File: config.mk
export PLATFORM = sky130hd
export DESIGN_NAME = morse_decoder
export DESIGN_NICKNAME = d
export VERILOG_FILES = /design/src/rtl/morse_pkg.sv /design/src/rtl/morse_tick_gen.sv /design/src/rtl/morse_decoder.sv
export SDC_FILE = /design/constraint.sdc
export NUM_CORES = 1
export LEC_CHECK = 0
export CAP_MARGIN = 20
export CORE_MARGIN = 3
export CORE_UTILIZATION = 55
export DETAILED_ROUTE_END_ITERATION = 8
export GPL_ROUTABILITY_DRIVEN = 0
export PLACE_DENSITY = 0.74
export SLEW_MARGIN = 10
export SYNTH_ARGS = -nofsm -noshare
export SYNTH_HDL_FRONTEND = slang
export SYNTH_SLANG_ARGS = --single-unit
File: constraint.sdc
create_clock -name ClockIn -period 3.5 [get_ports ClockIn]
set_clock_uncertainty 0.2 [all_clocks]
set_input_delay 0.7 -clock ClockIn [delete_from_list [all_inputs] [get_ports ClockIn]]
set_output_delay 0.7 -clock ClockIn [all_outputs]
set_load 0.01 [all_outputs]
File: src/rtl/morse_pkg.sv
// Shared types, unit lengths and the (count, elements) -> letter table for the Morse decoder.
package morse_pkg;

  typedef enum logic [1:0] {IDLE, MARK, SPACE, DRAIN} state_e;

  localparam logic ELEM_DOT  = 1'b0;
  localparam logic ELEM_DASH = 1'b1;

  localparam logic [2:0] DOT_UNITS        = 3'd1;
  localparam logic [2:0] DASH_UNITS       = 3'd3;
  localparam logic [2:0] LETTER_GAP_UNITS = 3'd3;
  localparam logic [2:0] WORD_GAP_UNITS   = 3'd7;
  localparam logic [2:0] RUN_SAT          = 3'd4;
  localparam logic [2:0] MAX_ELEMS        = 3'd4;

  typedef enum logic [4:0] {
    LTR_A, LTR_B, LTR_C, LTR_D, LTR_E, LTR_F, LTR_G, LTR_H, LTR_I,
    LTR_J, LTR_K, LTR_L, LTR_M, LTR_N, LTR_O, LTR_P, LTR_Q, LTR_R,
    LTR_S, LTR_T, LTR_U, LTR_V, LTR_W, LTR_X, LTR_Y, LTR_Z
  } letter_e;

  typedef struct packed {
    logic    hit;
    letter_e letter;
  } lookup_t;

  // Elements sit right-aligned in the low `count` bits; the first element sent is the most significant.
  function automatic lookup_t lookup_letter(input logic [2:0] count, input logic [3:0] elems);
    lookup_t r;
    r.hit    = 1'b1;
    r.letter = LTR_A;
    case ({count, elems})
      {3'd1, 4'b0000}: r.letter = LTR_E;
      {3'd1, 4'b0001}: r.letter = LTR_T;
      {3'd2, 4'b0000}: r.letter = LTR_I;
      {3'd2, 4'b0001}: r.letter = LTR_A;
      {3'd2, 4'b0010}: r.letter = LTR_N;
      {3'd2, 4'b0011}: r.letter = LTR_M;
      {3'd3, 4'b0000}: r.letter = LTR_S;
      {3'd3, 4'b0001}: r.letter = LTR_U;
      {3'd3, 4'b0010}: r.letter = LTR_R;
      {3'd3, 4'b0011}: r.letter = LTR_W;
      {3'd3, 4'b0100}: r.letter = LTR_D;
      {3'd3, 4'b0101}: r.letter = LTR_K;
      {3'd3, 4'b0110}: r.letter = LTR_G;
      {3'd3, 4'b0111}: r.letter = LTR_O;
      {3'd4, 4'b0000}: r.letter = LTR_H;
      {3'd4, 4'b0001}: r.letter = LTR_V;
      {3'd4, 4'b0010}: r.letter = LTR_F;
      {3'd4, 4'b0100}: r.letter = LTR_L;
      {3'd4, 4'b0110}: r.letter = LTR_P;
      {3'd4, 4'b0111}: r.letter = LTR_J;
      {3'd4, 4'b1000}: r.letter = LTR_B;
      {3'd4, 4'b1001}: r.letter = LTR_X;
      {3'd4, 4'b1010}: r.letter = LTR_C;
      {3'd4, 4'b1011}: r.letter = LTR_Y;
      {3'd4, 4'b1100}: r.letter = LTR_Z;
      {3'd4, 4'b1101}: r.letter = LTR_Q;
      default:         r.hit    = 1'b0;
    endcase
    return r;
  endfunction

endpackage

File: src/rtl/morse_tick_gen.sv
// Time-unit strobe: one-cycle Tick every DIVISOR clocks from a reloading down-counter.
module morse_tick_gen #(
  parameter int DIVISOR = 250
) (
  input  logic ClockIn,
  input  logic Reset,
  output logic Tick
);

  localparam int            CW     = $clog2(DIVISOR);
  localparam logic [CW-1:0] RELOAD = CW'(DIVISOR - 1);

  logic [CW-1:0] cnt_q, cnt_d;

  // NOTE: combinational blocks assign every output up front so no path can infer a latch.
  always_comb begin
    cnt_d = (cnt_q == '0) ? RELOAD : cnt_q - CW'(1);
  end

  // NOTE: state updates use non-blocking assignments so all flops sample pre-edge values.
  always_ff @(posedge ClockIn or posedge Reset) begin
    if (Reset) cnt_q <= RELOAD;
    else       cnt_q <= cnt_d;
  end

  assign Tick = (cnt_q == '0);

endmodule

File: src/rtl/morse_decoder.sv
// Morse letter decoder: classifies key-down runs into dots/dashes and decodes on a letter gap.
// Optional word-gap detection on WordEnd is enabled by defining MORSE_WORD_GAP_EN.
module morse_decoder
  import morse_pkg::*;
#(
  parameter int DIVISOR = 250
) (
  input  logic       ClockIn,
  input  logic       Reset,
  input  logic       DotDashIn,
  output logic [4:0] Letter,
  output logic       Valid,
  output logic       Error,
  output logic       WordEnd
);

  logic tick;

  morse_tick_gen #(.DIVISOR(DIVISOR)) u_tick (
    .ClockIn (ClockIn),
    .Reset   (Reset),
    .Tick    (tick)
  );

  state_e     state_q, state_d;
  logic [2:0] run_q, run_d;
  logic [2:0] gap_q, gap_d;
  logic [2:0] count_q, count_d;
  logic [3:0] elems_q, elems_d;
  logic [4:0] letter_q, letter_d;
  logic       valid_q, valid_d;
  logic       error_q, error_d;
  lookup_t    lk;

  always_comb begin
    state_d  = state_q;
    run_d    = run_q;
    gap_d    = gap_q;
    count_d  = count_q;
    elems_d  = elems_q;
    letter_d = letter_q;
    valid_d  = 1'b0;
    error_d  = 1'b0;
    lk       = lookup_letter(count_q, elems_q);
    if (tick) begin
      case (state_q)
        IDLE: begin
          if (DotDashIn) begin
            state_d = MARK;
            run_d   = 3'd1;
          end
        end
        MARK: begin
          if (DotDashIn) begin
            if (run_q != RUN_SAT) run_d = run_q + 3'd1;
          end else if ((run_q == DOT_UNITS || run_q == DASH_UNITS) && count_q != MAX_ELEMS) begin
            elems_d = {elems_q[2:0], (run_q == DASH_UNITS) ? ELEM_DASH : ELEM_DOT};
            count_d = count_q + 3'd1;
            gap_d   = 3'd1;
            state_d = SPACE;
          end else begin
            // The low sample that ended the bad run already counts toward the drain gap.
            error_d = 1'b1;
            elems_d = '0;
            count_d = '0;
            gap_d   = 3'd1;
            state_d = DRAIN;
          end
        end
        SPACE: begin
          if (!DotDashIn) begin
            gap_d = gap_q + 3'd1;
            if (gap_q + 3'd1 == LETTER_GAP_UNITS) begin
              if (lk.hit) begin
                letter_d = lk.letter;
                valid_d  = 1'b1;
              end else begin
                error_d = 1'b1;
              end
              elems_d = '0;
              count_d = '0;
              gap_d   = '0;
              state_d = IDLE;
            end
          end else if (gap_q == 3'd1) begin
            state_d = MARK;
            run_d   = 3'd1;
          end else begin
            error_d = 1'b1;
            elems_d = '0;
            count_d = '0;
            gap_d   = '0;
            state_d = DRAIN;
          end
        end
        DRAIN: begin
          if (DotDashIn) begin
            gap_d = '0;
          end else if (gap_q + 3'd1 == LETTER_GAP_UNITS) begin
            gap_d   = '0;
            state_d = IDLE;
          end else begin
            gap_d = gap_q + 3'd1;
          end
        end
        default: state_d = IDLE;
      endcase
    end
  end

  always_ff @(posedge ClockIn or posedge Reset) begin
    if (Reset) begin
      state_q  <= IDLE;
      run_q    <= '0;
      gap_q    <= '0;
      count_q  <= '0;
      elems_q  <= '0;
      letter_q <= '0;
      valid_q  <= 1'b0;
      error_q  <= 1'b0;
    end else begin
      state_q  <= state_d;
      run_q    <= run_d;
      gap_q    <= gap_d;
      count_q  <= count_d;
      elems_q  <= elems_d;
      letter_q <= letter_d;
      valid_q  <= valid_d;
      error_q  <= error_d;
    end
  end

  assign Letter = letter_q;
  assign Valid  = valid_q;
  assign Error  = error_q;

`ifdef MORSE_WORD_GAP_EN
  // Word gap continues the letter gap: counting starts at 3 when a letter completes.
  logic       letter_done;
  logic [2:0] wgap_q, wgap_d;
  logic       armed_q, armed_d;
  logic       word_end_q, word_end_d;

  assign letter_done = tick && (state_q == SPACE) && !DotDashIn &&
                       (gap_q + 3'd1 == LETTER_GAP_UNITS);

  always_comb begin
    wgap_d     = wgap_q;
    armed_d    = armed_q;
    word_end_d = 1'b0;
    if (letter_done) begin
      armed_d = 1'b1;
      wgap_d  = LETTER_GAP_UNITS;
    end else if (tick && armed_q && state_q == IDLE) begin
      if (DotDashIn) begin
        armed_d = 1'b0;
      end else begin
        wgap_d = wgap_q + 3'd1;
        if (wgap_q + 3'd1 == WORD_GAP_UNITS) begin
          word_end_d = 1'b1;
          armed_d    = 1'b0;
        end
      end
    end
  end

  always_ff @(posedge ClockIn or posedge Reset) begin
    if (Reset) begin
      wgap_q     <= '0;
      armed_q    <= 1'b0;
      word_end_q <= 1'b0;
    end else begin
      wgap_q     <= wgap_d;
      armed_q    <= armed_d;
      word_end_q <= word_end_d;
    end
  end

  assign WordEnd = word_end_q;
`else
  assign WordEnd = 1'b0;
`endif

endmodule

==> impl_metrics.prom <==
# TYPE chip_impl_metric gauge
chip_impl_metric{name="worstHoldPathCells",unit=""} 1
chip_impl_metric{name="place.port_buffers",unit=""} 9
chip_impl_metric{name="synth.avg_cell_area",unit="um2"} 8.92
chip_impl_metric{name="number_of_synthesized_flops_with_an_enable_pin",unit=""} 0
chip_impl_metric{name="yosysWarnings",unit=""} 0
chip_impl_info{name="cts_tree",value="yes"} 1
chip_impl_metric{name="final.setup.tns",unit="ns"} 0
chip_impl_metric{name="areaGrowthSynthToFinish",unit="%"} 9.12
chip_impl_info{name="timing.critical_path.slowest_stage_cell",value="sky130_fd_sc_hd__clkdlybuf4s50_1"} 1
chip_impl_metric{name="final_net_count",unit=""} 271
chip_impl_info{name="yosys.cell_count.top_type",value="sky130_fd_sc_hd__dfrtp_1"} 1
chip_impl_info{name="outcome",value="complete, no violations"} 1
chip_impl_metric{name="required_time_of_the_worst_setup_path",unit="ns"} 3.51
chip_impl_metric{name="post_cts_buffers",unit=""} 0
chip_impl_metric{name="clkTransAtPathRegs",unit="ns"} 0.06
chip_impl_metric{name="post_route_cells_drive_above_1_share",unit="%"} 10.0
chip_impl_metric{name="dr.first_iter.drc_count",unit=""} 244
chip_impl_info{name="crit_family",value="simple AND/OR/NAND/NOR gates"} 1
chip_impl_info{name="ys_top_cells_by_count",value="sky130_fd_sc_hd__dfrtp_1 (24), sky130_fd_sc_hd__nand2_1 (22), sky130_fd_sc_hd__ha_1 (20), sky130_fd_sc_hd__inv_1 (20), sky130_fd_sc_hd__nor2_1 (18)"} 1
chip_impl_metric{name="vdd_drop_max",unit="mV"} 0.194
chip_impl_metric{name="areal_power_density_over_the_cells",unit="nW/um2"} 279
chip_impl_metric{name="ys_ff_latch",unit=""} 30
chip_impl_info{name="worst_setup_path_end_kind",value="flip-flop"} 1
chip_impl_metric{name="floorplan.initialDensity",unit="%"} 58.3
chip_impl_metric{name="hpwlAfterDp",unit="mm"} 2.98
chip_impl_info{name="timing_worst_setup_path_type",value="in -> reg"} 1
chip_impl_metric{name="post_cts_resized",unit=""} 0
chip_impl_metric{name="crit_path_largest_cell_delay",unit="ns"} 0.68
chip_impl_metric{name="top_level_ports",unit=""} 11
chip_impl_metric{name="synth_largest_type_area_fraction",unit="%"} 27.7
chip_impl_info{name="hold_path.class",value="reg -> reg"} 1
chip_impl_metric{name="n_antenna_cell",unit=""} 0
chip_impl_metric{name="cap_viol_max_count",unit=""} 0
chip_impl_metric{name="postCtsHoldBufs",unit=""} 0
chip_impl_metric{name="slew_violations",unit=""} 0
chip_impl_metric{name="die_height",unit="um"} 68.8
chip_impl_metric{name="grt.total_usage",unit="%"} 19.4
chip_impl_metric{name="drt_wl_total",unit="mm"} 4.13
chip_impl_metric{name="antenna_found_initial",unit=""} 0
chip_impl_metric{name="area_of_the_mapped_netlist",unit="um2"} 2170
chip_impl_metric{name="cts_made_buffers",unit=""} 5
chip_impl_metric{name="report.final.setup_viol",unit=""} 0
chip_impl_metric{name="fp.dieArea",unit="um2"} 4730
chip_impl_metric{name="post-route-util",unit="%"} 63.6
chip_impl_metric{name="vias_in_the_first_global_route",unit=""} 1537
chip_impl_metric{name="path_max_fanout",unit=""} 10
chip_impl_metric{name="worstSetupPathDepth",unit=""} 6
chip_impl_metric{name="synth.lib_cells_used.distinct",unit=""} 56
chip_impl_metric{name="fin_cells",unit=""} 297
chip_impl_metric{name="worst_slack",unit="ns"} 0.811
chip_impl_metric{name="remaining_drc_errors",unit=""} 0
chip_impl_metric{name="core",unit="um2"} 3720
chip_impl_metric{name="r2r_cells",unit=""} 7
chip_impl_metric{name="grt_start_max_net_pins",unit=""} 31
chip_impl_metric{name="post-place-cells",unit=""} 289
chip_impl_metric{name="std_cell_rows",unit=""} 22
chip_impl_info{name="grt_setup_unrepaired",value="no"} 1
chip_impl_metric{name="synthesis.instances",unit=""} 243
chip_impl_info{name="synth_top_flop_cell",value="sky130_fd_sc_hd__dfrtp_1"} 1
chip_impl_metric{name="postSynth.asyncResetShare",unit="%"} 100
chip_impl_metric{name="arrival",unit="ns"} 2.70
chip_impl_metric{name="total_leakage_power",unit="nW"} 1.08
chip_impl_metric{name="clk_latency",unit="ns"} 0.28
chip_impl_info{name="synthDominantAreaCellType",value="sky130_fd_sc_hd__dfrtp_1"} 1
chip_impl_metric{name="detailedRoute.firstPassIterationCount",unit=""} 4
chip_impl_info{name="yosys-top-cells-area",value="sky130_fd_sc_hd__dfrtp_1 (28%), sky130_fd_sc_hd__ha_1 (12%), sky130_fd_sc_hd__dfstp_2 (7.3%)"} 1
chip_impl_metric{name="post_drt_wl_per_cell",unit="um"} 13.9
chip_impl_metric{name="drt.antenna.violating_nets",unit=""} 0
chip_impl_metric{name="route.detailed.vias_per_inst",unit=""} 5.80
chip_impl_metric{name="grt_first_pass_wirelength",unit="mm"} 7.02
chip_impl_metric{name="final_min_period_over_clock_period",unit="%"} 76.8
chip_impl_info{name="crit_chain",value="clkdlybuf4s50_1 -> nand2_1 -> o32ai_1 -> nand2_4 -> nor4_4 -> mux2_1"} 1
chip_impl_metric{name="worst_pin_slew",unit="ns"} 0.680
chip_impl_info{name="start_kind",value="input port"} 1
chip_impl_metric{name="cts_buffer_depth",unit=""} 2
chip_impl_metric{name="max_clock_freq",unit="MHz"} 372
chip_impl_metric{name="ys_seq_area_share",unit="%"} 35.0
chip_impl_metric{name="die_w",unit="um"} 68.8
chip_impl_metric{name="min_period",unit="ns"} 2.69
chip_impl_metric{name="place_worst_setup_slack",unit="ns"} 0.537
chip_impl_metric{name="grt_overflow_total",unit=""} 0
chip_impl_info{name="clock_tree_root_buffer_cell",value="sky130_fd_sc_hd__clkbuf_8"} 1
chip_impl_metric{name="relative_max_transition_margin",unit="%"} 54.7
chip_impl_metric{name="finalHoldViolCount",unit=""} 0
chip_impl_metric{name="mappedNetlistNets",unit=""} 266
chip_impl_metric{name="crit_buf_inv",unit=""} 1
chip_impl_metric{name="total_vias_in_the_final_route",unit=""} 1722
chip_impl_metric{name="clock-sinks",unit=""} 30
chip_impl_metric{name="h-tree-depth",unit=""} 2
[logic make-up (layout without fill, tap and decap cells)]
family	after synthesis	count (layout)	synth area share (%)
DFF	30	30	35.0
other	1	1	0.173
xor gates and xnor gates	4	4	1.62
adders and majority gates	20	20	11.5
buffers and inverters	34	40	6.52
and+or+nand+nor	83	83	21.5
muxes	4	4	1.96
AOI/OAI and AO/OA	67	67	21.7
[cell type report]
class,instances,area [um2]
Fill cell,322,1350
Multi-Input combinational cell,179,1270
Sequential cell,30,758
Timing Repair Buffer,12,113
Clock buffer,7,86.3
Inverter,20,75.1
Tap cell,48,60.1
Clock inverter,1,5.00
[metal layers]
metal  vias to the layer above  part of all wire [%]  GRT usage [%]
met5                         -                     0              0
met4                         0                  0.27           3.16
met3                         2                   3.2           5.02
met2                        31                    47           31.1
met1                       818                    50           26.9
li1                        871                     -              -
[power by group]
part	total (mW)	internal, mW	switching [mW]
Sequential	0.350	0.348	0.00142
Clock	0.286	0.158	0.128
Combinational	0.0232	0.00780	0.0154
[layout by cell type, fill, tap and decap left out, types with 2 or more instances in the layout]
cell type	count
sky130_fd_sc_hd__o32ai_1	2
sky130_fd_sc_hd__nand3b_1	2
sky130_fd_sc_hd__o21ai_0	16
sky130_fd_sc_hd__dfrtp_1	24
sky130_fd_sc_hd__o211ai_1	3
sky130_fd_sc_hd__a21oi_1	11
sky130_fd_sc_hd__a31oi_1	2
sky130_fd_sc_hd__o221ai_1	2
sky130_fd_sc_hd__and3_1	5
sky130_fd_sc_hd__inv_1	20
sky130_fd_sc_hd__dfstp_2	6
sky130_fd_sc_hd__nand3_1	7
sky130_fd_sc_hd__nor2_1	18
sky130_fd_sc_hd__a21o_1	2
sky130_fd_sc_hd__a22oi_1	3
sky130_fd_sc_hd__ha_1	20
sky130_fd_sc_hd__a22o_1	11
sky130_fd_sc_hd__mux2i_1	2
sky130_fd_sc_hd__nand4_1	2
sky130_fd_sc_hd__nand2_1	22
sky130_fd_sc_hd__clkdlybuf4s50_1	9
sky130_fd_sc_hd__xnor2_1	3
sky130_fd_sc_hd__nor3_1	8
sky130_fd_sc_hd__nand2b_1	3
sky130_fd_sc_hd__nor4_4	2
sky130_fd_sc_hd__buf_4	3
sky130_fd_sc_hd__clkbuf_8	6
sky130_fd_sc_hd__nor2b_1	6
[through the flow]
step,area (um2),hold WS (ns),power (mW)
5_1_grt,2360,0.279,0.686
6_report,2360,0.257,0.659
3_3_place_gp,2270,0.237,0.379
4_1_cts,2360,0.255,0.667
2_1_floorplan,2170,0.228,0.373
3_5_place_dp,2270,0.240,0.379
[worst paths after layout]
path / start / to / slack, ns
setup / recovery: DotDashIn / count_q[0] / 0.81
hold / removal: u_tick.cnt_q[0] / u_tick.cnt_q[0] / 0.26
setup reg to reg: state_q[0] / count_q[0] / 0.95
hold reg to reg: u_tick.cnt_q[0] / u_tick.cnt_q[0] / 0.26
max in group asynchronous: Reset / u_tick.cnt_q[4] / 2.20
min in group asynchronous: Reset / Error / 0.59
[registers in the layout (all words and copies together), names as in the netlist]
name          count
Error             1
Letter            5
Valid             1
count_q           3
elems_q           4
gap_q             3
run_q             3
state_q           2
u_tick.cnt_q      8
Note: power is estimated with default switching activity, not from simulation.
